==> config.mk <==
export PLATFORM = sky130hd
export DESIGN_NAME = al422_writer_rgb565_flat
export DESIGN_NICKNAME = d
export VERILOG_FILES = /design/src/rtl/al422_writer_rgb565_if.sv /design/src/rtl/al422_writer_rgb565.sv /design/src/flat_wrapper.sv
export SDC_FILE = /design/constraint.sdc
export NUM_CORES = 1
export LEC_CHECK = 0
export CAP_MARGIN = 20
export CORE_MARGIN = 1
export CORE_UTILIZATION = 29
export CTS_CLUSTER_DIAMETER = 100
export DETAILED_ROUTE_END_ITERATION = 6
export GPL_ROUTABILITY_DRIVEN = 0
export PLACE_DENSITY = 0.54
export RECOVER_POWER = 50
export SYNTH_ARGS = -nofsm -noshare
export SYNTH_HDL_FRONTEND = slang
export SYNTH_SLANG_ARGS = --single-unit
export TNS_END_PERCENT = 1
==> constraint.sdc <==
create_clock -name in_clk -period 2.36 [get_ports in_clk]
set_input_delay 0.472 -clock in_clk [delete_from_list [all_inputs] [get_ports in_clk]]
set_output_delay 0.472 -clock in_clk [all_outputs]
set_load 0.01 [all_outputs]
==> src/rtl/al422_writer_rgb565_if.sv <==
// Pixel handshake and AL422 write-port signals for the RGB565 writer.
// master: pixel source side; slave: the writer block.
interface al422_writer_rgb565_if;
  logic [15:0] pix_data;
  logic        pix_valid;
  logic        pix_ready;
  logic [7:0]  fifo_data;
  logic        fifo_wck;
  logic        fifo_we_n;
  logic        fifo_wrst_n;

  modport master (
    output pix_data, pix_valid,
    input  pix_ready, fifo_data, fifo_wck, fifo_we_n, fifo_wrst_n
  );

  modport slave (
    input  pix_data, pix_valid,
    output pix_ready, fifo_data, fifo_wck, fifo_we_n, fifo_wrst_n
  );
endinterface

==> src/rtl/al422_writer_rgb565.sv <==
// AL422 write-side front end: serialises RGB565 pixels into low/high bytes,
// generating WCK, /WE and a per-frame /WRST sequence.
module al422_writer_rgb565 #(
  parameter int unsigned PIXELS_PER_FRAME = 2048
) (
  input  logic                        in_clk,
  input  logic                        in_rst,
  input  logic                        frame_start,
  al422_writer_rgb565_if.slave        bus,
  output logic                        busy,
  output logic                        frame_done
);
  typedef enum logic [2:0] {
    IDLE, RST, WAIT_PIX, B0_SET, B0_CLK, B1_SET, B1_CLK, DONE
  } state_t;

  localparam logic [15:0] LAST = 16'(PIXELS_PER_FRAME);

  state_t      state, state_n;
  logic [1:0]  rst_cnt, rst_cnt_n;
  logic [15:0] pix_cnt, pix_cnt_n;
  logic [15:0] hold, hold_n;
  logic [7:0]  data_q, data_n;
  logic        wck_q, wck_n;
  logic        we_n_q, we_n_n;
  logic        wrst_n_q, wrst_n_n;
  logic        ready_q, ready_n;
  logic        busy_n, done_n;

  assign bus.fifo_data   = data_q;
  assign bus.fifo_wck    = wck_q;
  assign bus.fifo_we_n   = we_n_q;
  assign bus.fifo_wrst_n = wrst_n_q;
  assign bus.pix_ready   = ready_q;

  // Outputs are registered, so they are derived from the state being entered.
  always_comb begin
    state_n   = state;
    rst_cnt_n = rst_cnt;
    pix_cnt_n = pix_cnt;
    hold_n    = hold;
    unique case (state)
      IDLE: begin
        if (frame_start) begin
          pix_cnt_n = '0;
          rst_cnt_n = '0;
          state_n   = RST;
        end
      end
      RST: begin
        rst_cnt_n = rst_cnt + 2'd1;
        if (rst_cnt == 2'd3) state_n = WAIT_PIX;
      end
      WAIT_PIX: begin
        if (bus.pix_valid) begin
          hold_n  = bus.pix_data;
          state_n = B0_SET;
        end
      end
      B0_SET: state_n = B0_CLK;
      B0_CLK: state_n = B1_SET;
      B1_SET: begin
        // Count is bumped on entry to B1_CLK so B1_CLK already sees the new total.
        pix_cnt_n = pix_cnt + 16'd1;
        state_n   = B1_CLK;
      end
      B1_CLK: begin
        if (pix_cnt == LAST) begin
          state_n = DONE;
        end else if (bus.pix_valid) begin
          hold_n  = bus.pix_data;
          state_n = B0_SET;
        end else begin
          state_n = WAIT_PIX;
        end
      end
      DONE:    state_n = IDLE;
      default: state_n = IDLE;
    endcase

    wck_n    = (state_n == B0_CLK) || (state_n == B1_CLK) ||
               ((state_n == RST) && rst_cnt_n[0]);
    we_n_n   = !((state_n == B0_SET) || (state_n == B0_CLK) ||
                 (state_n == B1_SET) || (state_n == B1_CLK));
    wrst_n_n = (state_n != RST);
    ready_n  = (state_n == WAIT_PIX) || ((state_n == B1_CLK) && (pix_cnt_n != LAST));
    busy_n   = (state_n != IDLE);
    done_n   = (state_n == DONE);
    data_n   = data_q;
    if (state_n == B0_SET) data_n = hold_n[7:0];
    if (state_n == B1_SET) data_n = hold[15:8];
  end

  always_ff @(posedge in_clk) begin
    if (in_rst) begin
      state      <= IDLE;
      rst_cnt    <= '0;
      pix_cnt    <= '0;
      hold       <= '0;
      data_q     <= '0;
      wck_q      <= 1'b0;
      we_n_q     <= 1'b1;
      wrst_n_q   <= 1'b1;
      ready_q    <= 1'b0;
      busy       <= 1'b0;
      frame_done <= 1'b0;
    end else begin
      state      <= state_n;
      rst_cnt    <= rst_cnt_n;
      pix_cnt    <= pix_cnt_n;
      hold       <= hold_n;
      data_q     <= data_n;
      wck_q      <= wck_n;
      we_n_q     <= we_n_n;
      wrst_n_q   <= wrst_n_n;
      ready_q    <= ready_n;
      busy       <= busy_n;
      frame_done <= done_n;
    end
  end
endmodule

==> src/flat_wrapper.sv <==
// flat-port wrapper written by rule: the top's interface ports become plain ports
module al422_writer_rgb565_flat 
#(
  parameter int unsigned PIXELS_PER_FRAME = 2048
)
  (in_clk, in_rst, frame_start, busy, frame_done, bus_pix_data, bus_pix_valid, bus_pix_ready, bus_fifo_data, bus_fifo_wck, bus_fifo_we_n, bus_fifo_wrst_n);
  al422_writer_rgb565_if bus_i ();
  input  logic in_clk;
  input  logic in_rst;
  input  logic frame_start;
  output logic busy;
  output logic frame_done;
  input wire logic [$bits(bus_i.pix_data)-1:0] bus_pix_data;
  input wire logic [$bits(bus_i.pix_valid)-1:0] bus_pix_valid;
  output wire logic [$bits(bus_i.pix_ready)-1:0] bus_pix_ready;
  output wire logic [$bits(bus_i.fifo_data)-1:0] bus_fifo_data;
  output wire logic [$bits(bus_i.fifo_wck)-1:0] bus_fifo_wck;
  output wire logic [$bits(bus_i.fifo_we_n)-1:0] bus_fifo_we_n;
  output wire logic [$bits(bus_i.fifo_wrst_n)-1:0] bus_fifo_wrst_n;
  assign bus_i.pix_data = bus_pix_data;
  assign bus_i.pix_valid = bus_pix_valid;
  assign bus_pix_ready = bus_i.pix_ready;
  assign bus_fifo_data = bus_i.fifo_data;
  assign bus_fifo_wck = bus_i.fifo_wck;
  assign bus_fifo_we_n = bus_i.fifo_we_n;
  assign bus_fifo_wrst_n = bus_i.fifo_wrst_n;
  al422_writer_rgb565 #(.PIXELS_PER_FRAME(PIXELS_PER_FRAME)) u_core (.in_clk(in_clk), .in_rst(in_rst), .frame_start(frame_start), .bus(bus_i), .busy(busy), .frame_done(frame_done));
endmodule
==> run metrics, run 1 <==
run status=complete, no violations; number of warnings issued by yosys=0; total of hold buffers inserted after clock tree synthesis=0; root buffer cell=sky130_fd_sc_hd__clkbuf_8; fillcell total=752; worst-case setup margin in the final layout=0.170 ns; worst hold stages=2; final cycle utilization of the critical path=92.8%; count of max-cap constraint violations=0; sort of element at the start of the critical path=flop; R2R setup slack=0.17 ns; worst-case hold path end point=u_core.hold[12]; CTS sink count=between 40 and 50; net count after synthesis=between 300 and 400; #FFs+latches synth=43; overall die height=approximately 90 um; Setup violations, final=0; FF-to-FF End=u_core.bus.pix_ready; Residual DRC=0; Ports=34; reported leakage power=1.06 nW; Most used DFF post-synth=sky130_fd_sc_hd__dfxtp_1; number of instances in the synthesized netlist=290; share of the synthesized netlist area taken by xor and xnor gates=0%; sequential-to-total area share from yosys stat=38.0%; HPWL Detailed=4440 um; average wire per cell in the routed design=between 10 and 15 um; # port buffers=33; cell at the slowest stage of the critical path=sky130_fd_sc_hd__nor4_1; Req. time, crit path=2.55 ns; Bufs on Longest Clock Path=2; worst slack after detailed placement=-0.234 ns; drt via density=5.37; leading cell type in the layout, fill and taps excluded=sky130_fd_sc_hd__nand2_1; DRC marker count from the first detailed-route iteration=112; Worst Hold Slack=~0.46 ns; Pwr Density=450 nW/um^2; global-route wire length before repair=10,100 um; complex-gate fraction of the synthesized area=~22%; commonest cells after routing, fill and taps aside=46 x sky130_fd_sc_hd__nand2_1, 43 x sky130_fd_sc_hd__dfxtp_1, 36 x sky130_fd_sc_hd__nor2_1; dominant cells by area after synthesis=sky130_fd_sc_hd__dfxtp_1 38%, sky130_fd_sc_hd__nand2_1 7.6%, sky130_fd_sc_hd__nor2_1 6.0%; multiplexer area fraction after synthesis=0.442%; starting density of the core=30.6%; Area growth syn-to-layout=27.8%; Total Die Area=8170 um^2; final worst clock skew=0.0101 ns; later-pin clock latency in the skew report=roughly 0.30 ns; cells along the critical path=nor4_1 -> nand4_1 -> o221ai_1 -> nand3_1 -> nor4_2 -> a21oi_1; level count of the clock H-tree=2; CP max stage delay=0.58 ns; total global routing overflow=0; Relative slew margins=58.1%; cell area after synthesis=2270 um^2; Net count, final=358; share of final-layout standard cells stronger than drive strength 1=12.2%; initial antenna violation count=0; FMAX=0.457 GHz; post-synthesis async set-or-reset flop share=0%; area share of the largest cell type after synthesis=38.0%; vias in the first global route=roughly 2,100; cell type contributing the most total cell area after synthesis=sky130_fd_sc_hd__dfxtp_1; cts bufs inserted=5; dominant combinational cell family by area after synthesis=simple AND/OR/NAND/NOR gates; Hold Fails Final Rpt=0; unrepaired setup endpoints after global routing=false; cell count of the worst reg-to-reg path=6; actual transition at the worst max-transition pin=0.623 ns; Hold Crit Start=u_core.hold[12]; critical path type=reg -> reg; number of inserted diodes=0; Post-DP Area=2830 um^2; maximum number of pins on one net before global-route repair=18; Max VDD drop=250 uV; DR pass1 iterations=6; largest fanout of any net on the critical path=10; data arrival time of the critical path=2.38 ns; Post-Synth Simple-Gate Area=32.9%; worst hold-check path type=reg -> reg; vias after detailed routing=2,334; combined global-route utilization of all metal layers=around 15%; CTS tree=done; number of enable flip-flop cells after synthesis=0; max-slew violations=0; synthesized area per cell=between 7 and 8 um^2; x dimension of the die=90.4 um; Seq. cell area=861 um^2; clock slew seen by the registers of the worst setup and hold paths=0.09 ns; core box area=about 7400 um^2; number of nets with antenna violations after routing=0; area occupied by multi-input gates=1290 um^2; number of different library cells in the post-synthesis netlist=55; Crit. End Element=flop; post-synthesis share of cell area spent on full adders, half adders and majority gates=1.66%; wire length reported by the detailed router=between 6000 and 7000 um; Site Rows=31; startpoint of the worst-slack reg-to-reg timing path=u_core.pix_cnt[10]; area of all placed cells without fillers=2900 um^2; minimum clock period=2.19 ns
[synthesized netlist by cell type, types with 2 or more instances]
cell type and n:
sky130_fd_sc_hd__nand2_1 46, sky130_fd_sc_hd__dfxtp_1 43, sky130_fd_sc_hd__nor2_1 36, sky130_fd_sc_hd__a21oi_1 24, sky130_fd_sc_hd__clkbuf_1 13, sky130_fd_sc_hd__o21ai_0 10
sky130_fd_sc_hd__buf_2 9, sky130_fd_sc_hd__a311oi_1 8, sky130_fd_sc_hd__nand3_1 8, sky130_fd_sc_hd__nand4_1 7, sky130_fd_sc_hd__and3_1 5, sky130_fd_sc_hd__nand3b_1 5
sky130_fd_sc_hd__nor3_1 5, sky130_fd_sc_hd__nor4_1 5, sky130_fd_sc_hd__a31oi_1 4, sky130_fd_sc_hd__inv_1 4, sky130_fd_sc_hd__or4_1 4, sky130_fd_sc_hd__a211oi_1 3
sky130_fd_sc_hd__ha_1 3, sky130_fd_sc_hd__nand4b_1 3, sky130_fd_sc_hd__nor2b_1 3, sky130_fd_sc_hd__o211ai_1 3, sky130_fd_sc_hd__or3_1 3, sky130_fd_sc_hd__a22oi_1 2
sky130_fd_sc_hd__and2_1 2, sky130_fd_sc_hd__buf_4 2, sky130_fd_sc_hd__nand2b_1 2
[registers in the layout, summed over array words and instances, names as in the netlist]
register,flops
u_core.busy,1
u_core.bus.fifo_data,8
u_core.frame_done,1
u_core.state,3
u_core.hold,8
u_core.bus.fifo_we_n,1
u_core.pix_cnt,16
u_core.bus.pix_ready,1
u_core.bus.fifo_wrst_n,1
u_core.bus.fifo_wck,1
u_core.rst_cnt,2
[where the power goes]
part	leakage [nW]	switching (mW)	internal, mW
combinational	0.666	0.0474	0.0559
sequential	0.348	0.00528	0.732
clock	0.0412	0.256	0.207
total	1.06	0.309	0.995
[layout make-up]
| class | count | share of cell area (%) |
|---|---|---|
| flip-flops and latches | 43 | 29.7 |
| clock buffers | 6 | 2.51 |
| multi-input cells | 219 | 44.4 |
| clock inverters | 2 | 0.432 |
| repair buffers | 62 | 18.1 |
| inverters | 4 | 0.518 |
| well taps | 99 | 4.28 |
[worst max path at each step]
| stage | startpoint | end | slack [ns] |
|---|---|---|---|
| floorplan | frame_start | u_core.bus.pix_ready | 0.38 |
| global placement | frame_start | u_core.bus.pix_ready | -0.18 |
| detailed placement | frame_start | u_core.bus.pix_ready | -0.23 |
| CTS | frame_start | u_core.bus.pix_ready | 0.09 |
| global route | u_core.pix_cnt[0] | u_core.bus.pix_ready | 0.02 |
| finish | u_core.pix_cnt[10] | u_core.bus.pix_ready | 0.17 |
[metrics by stage]
step,setup TNS [ns],utilization (%),instances,power (mW)
after floorplan,0,-,290,0.796
after global placement,-0.179,38.2,427,0.860
after detailed placement,-0.234,38.2,427,0.860
after CTS,0,39.3,435,1.32
after global routing,0,39.1,435,1.36
final,0,39.1,435,1.30
[kinds of logic after synthesis]
family / count (synthesis)
AND/OR/NAND/NOR: 144
adder cells (fa/ha/maj): 3
multiplexers: 1
buffers and inverters: 28
AO/OA/AOI/OAI: 71
flip-flops: 43
[timing repair]
item                                    4_1_cts  5_1_grt
endpoints found under the setup margin        0        1
buffers inserted                              0        0
gates resized for setup                       0        4
[critical path: cells and delay by family, from the launching register on]
kind / cells / cell delay (ns)
AO/OA/AOI/OAI: 2 / 0.44
flip-flops: 1 / 0.42
AND/OR/NAND/NOR: 4 / 1.23
[per-layer routing]
layer,vias to the layer above,wire [um],global-route usage [%]
met5,-,0,0
met4,0,124,6.18
met3,10,300,2.78
met2,71,2850,24.6
met1,1104,2860,19.9
li1,1149,-,-
Note: power is estimated with default switching activity, not from simulation.
==> inputs of run 2 (changes only) <==
--- a/config.mk
+++ b/config.mk
@@ -11,6 +11,7 @@
 export CTS_CLUSTER_DIAMETER = 100
 export DETAILED_ROUTE_END_ITERATION = 6
 export GPL_ROUTABILITY_DRIVEN = 0
+export GPL_TIMING_DRIVEN = 0
 export PLACE_DENSITY = 0.54
 export RECOVER_POWER = 50
 export SYNTH_ARGS = -nofsm -noshare
==> run 2 against run 1 <==
  * First-iteration DRC count grew 38%
  * Fmax shrank 4.1%
  * Non-clock buffer count shrank 5
  * Sequential share of layout area grew 0.21 points
  * Routed wire length grew 5.5%
  * Setup slack lost 0.093 ns
  * Register-to-register slack lost 0.09 ns
  * Combinational power is essentially flat
  * Total power grew 17%
  * Clock power grew 48%
  * Die area is the same
  * Count of clock-buffer cells in the layout is the same
  * Critical endpoint unchanged
==> run metrics, run 2 (synthesized netlist as in run 1, its figures left out) <==
run status=complete, no violations; global-route wire length before repair=10,500 um (+3.1%); HPWL Detailed=4680 um (+5.4%); share of final-layout standard cells stronger than drive strength 1=9.37% (-2.8 points); number of nets with antenna violations after routing=0 (unchanged); Bufs on Longest Clock Path=2 (unchanged); drt via density=5.30 (-1.1%); Seq. cell area=861 um^2 (unchanged); area occupied by multi-input gates=1300 um^2 (+0.97%); vias in the first global route=2,105 (-1.3%); core utilization of the finished layout=38.8% (-0.27 points); total global routing overflow=0 (unchanged); critical path startpoint=u_core.state[2]; max-slew violations=0 (unchanged); unrepaired setup endpoints after global routing=true; Total Die Area=8170 um^2 (unchanged); number of inserted diodes=0 (unchanged); filler-free cell count of the finished design=430 (-1.1%); x dimension of the die=90.4 um (unchanged); DRC marker count from the first detailed-route iteration=154 (+38%); worst hold-check path type=reg -> reg; Ports=34 (unchanged); total negative slack=0 ns (unchanged); Pwr Density=530 nW/um^2 (+18%); wire length reported by the detailed router=6470 um (+5.5%); Req. time, crit path=2.55 ns (about the same); count of max-cap constraint violations=0 (unchanged); later-pin clock latency in the skew report=0.30 ns (about the same); Post-Place Cells=422 (-1.2%); starting density of the core=30.6% (unchanged); worst slack after detailed placement=-0.454 ns (-0.220 ns); root buffer cell=sky130_fd_sc_hd__clkbuf_8; Crit. End Element=flop; clock slew seen by the registers of the worst setup and hold paths=0.08 ns (about the same); Setup violations, final=0 (unchanged); sort of element at the start of the critical path=flop; startpoint of the worst-slack reg-to-reg timing path=u_core.state[2]; # port buffers=33 (unchanged); post-CTS setup repair buffer count=0 (unchanged); Post-DP Area=2720 um^2 (-3.8%); cells along the critical path=clkbuf_1 -> nand4b_1 -> or4_1 -> mux2i_1 -> nand2_1 -> a2111oi_2 -> a21oi_1; average wire per cell in the routed design=15.1 um (+6.7%); CTS sink count=43 (unchanged); Site Rows=31 (unchanged); max reg flops=16 (unchanged); leading cell type in the layout, fill and taps excluded=sky130_fd_sc_hd__nand2_1; largest register by flop count=u_core.pix_cnt; Hold Crit Start=u_core.hold[10]; overall die height=90.4 um (unchanged); Residual DRC=0 (unchanged); fillcell total=770 (+2.4%); worst-case setup margin in the final layout=0.0778 ns (-0.0926 ns); CP max stage delay=0.48 ns (-0.10 ns); area of all placed cells without fillers=2880 um^2 (-0.69%); cell at the slowest stage of the critical path=sky130_fd_sc_hd__or4_1; Relative slew margins=61.1% (+3.1 points); data arrival time of the critical path=2.47 ns (+0.09 ns); Hold Fails Final Rpt=0 (unchanged); minimum clock period=2.28 ns (+0.0926 ns); level count of the clock H-tree=2 (unchanged); final cycle utilization of the critical path=96.7% (+3.9 points); vias after detailed routing=2,281 (-2.3%); total of hold buffers inserted after clock tree synthesis=0 (unchanged); core box area=7410 um^2 (unchanged); cts bufs inserted=5 (unchanged); Max VDD drop=312 uV (+25%); largest fanout of any net on the critical path=10 (unchanged); critical path type=reg -> reg; Net count, final=353 (-1.4%); combined global-route utilization of all metal layers=16.1% (+0.87 points); Area growth syn-to-layout=26.9%; DR pass1 iterations=4 (-2); maximum number of pins on one net before global-route repair=14 (-4); actual transition at the worst max-transition pin=0.583 ns (-0.0400 ns); commonest cells after routing, fill and taps aside=46 x sky130_fd_sc_hd__nand2_1, 43 x sky130_fd_sc_hd__dfxtp_1, 36 x sky130_fd_sc_hd__nor2_1; reported leakage power=1.04 nW (-1.7%); CTS tree=done; final worst clock skew=0.0101 ns (+0.0000639 ns); initial antenna violation count=0 (unchanged); FMAX=0.438 GHz (-4.1%)
-- run 2: cell type report --
| cell class | count | share of cell area (%) |
|---|---|---|
| Clock inverter | 2 | 2.09 |
| Multi-Input combinational cell | 219 | 45.2 |
| Buffer | 24 | 4.05 |
| Inverter | 4 | 0.522 |
| Clock buffer | 6 | 2.52 |
| Timing Repair Buffer | 33 | 11.4 |
| Tap cell | 99 | 4.31 |
| Sequential cell | 43 | 29.9 |
-- run 2: per-layer routing --
layer / global-route usage, % / share of wire (%) / vias to the layer above
li1: - / - / 1143
met1: 21.9 / 49 / 1080
met2: 25.3 / 46 / 52
met3: 3.03 / 3.8 / 6
met4: 5.78 / 1.3 / 0
met5: 0 / 0 / -
-- run 2: critical path: cells and delay by family (launching register included) --
family | cells | cell delay [ns]
flops | 1 | 0.45
buf+inv | 1 | 0.37
mux | 1 | 0.20
simple gates | 3 | 0.73
compound gates | 2 | 0.42
-- run 2: worst paths after layout --
check | depth (start not counted) | endpoint | slack, ns
setup / recovery | 7 | u_core.bus.pix_ready | 0.08
hold / removal | 2 | u_core.hold[10] | 0.46
setup reg to reg | 7 | u_core.bus.pix_ready | 0.08
hold reg to reg | 2 | u_core.hold[10] | 0.46
-- run 2: through the flow --
| stage | hold slack, ns | power (mW) |
|---|---|---|
| 6_report | 0.458 | 1.52 |
| 4_1_cts | 0.460 | 1.55 |
| 2_1_floorplan | 0.437 | 0.796 |
| 3_5_place_dp | 0.448 | 0.855 |
| 3_3_place_gp | 0.444 | 0.856 |
| 5_1_grt | 0.480 | 1.58 |
-- run 2: repair_timing --
item / 4_1_cts / 5_1_grt
pin swaps: 1 / 0
hold endpoints to repair: 0 / 0
setup endpoints to repair: 1 / 12
gates resized for setup: 4 / 8
-- run 2: where the power goes --
part	internal, mW	switching [mW]
Clock	0.423	0.263
Sequential	0.732	0.00352
Combinational	0.0509	0.0522
Total	1.21	0.318
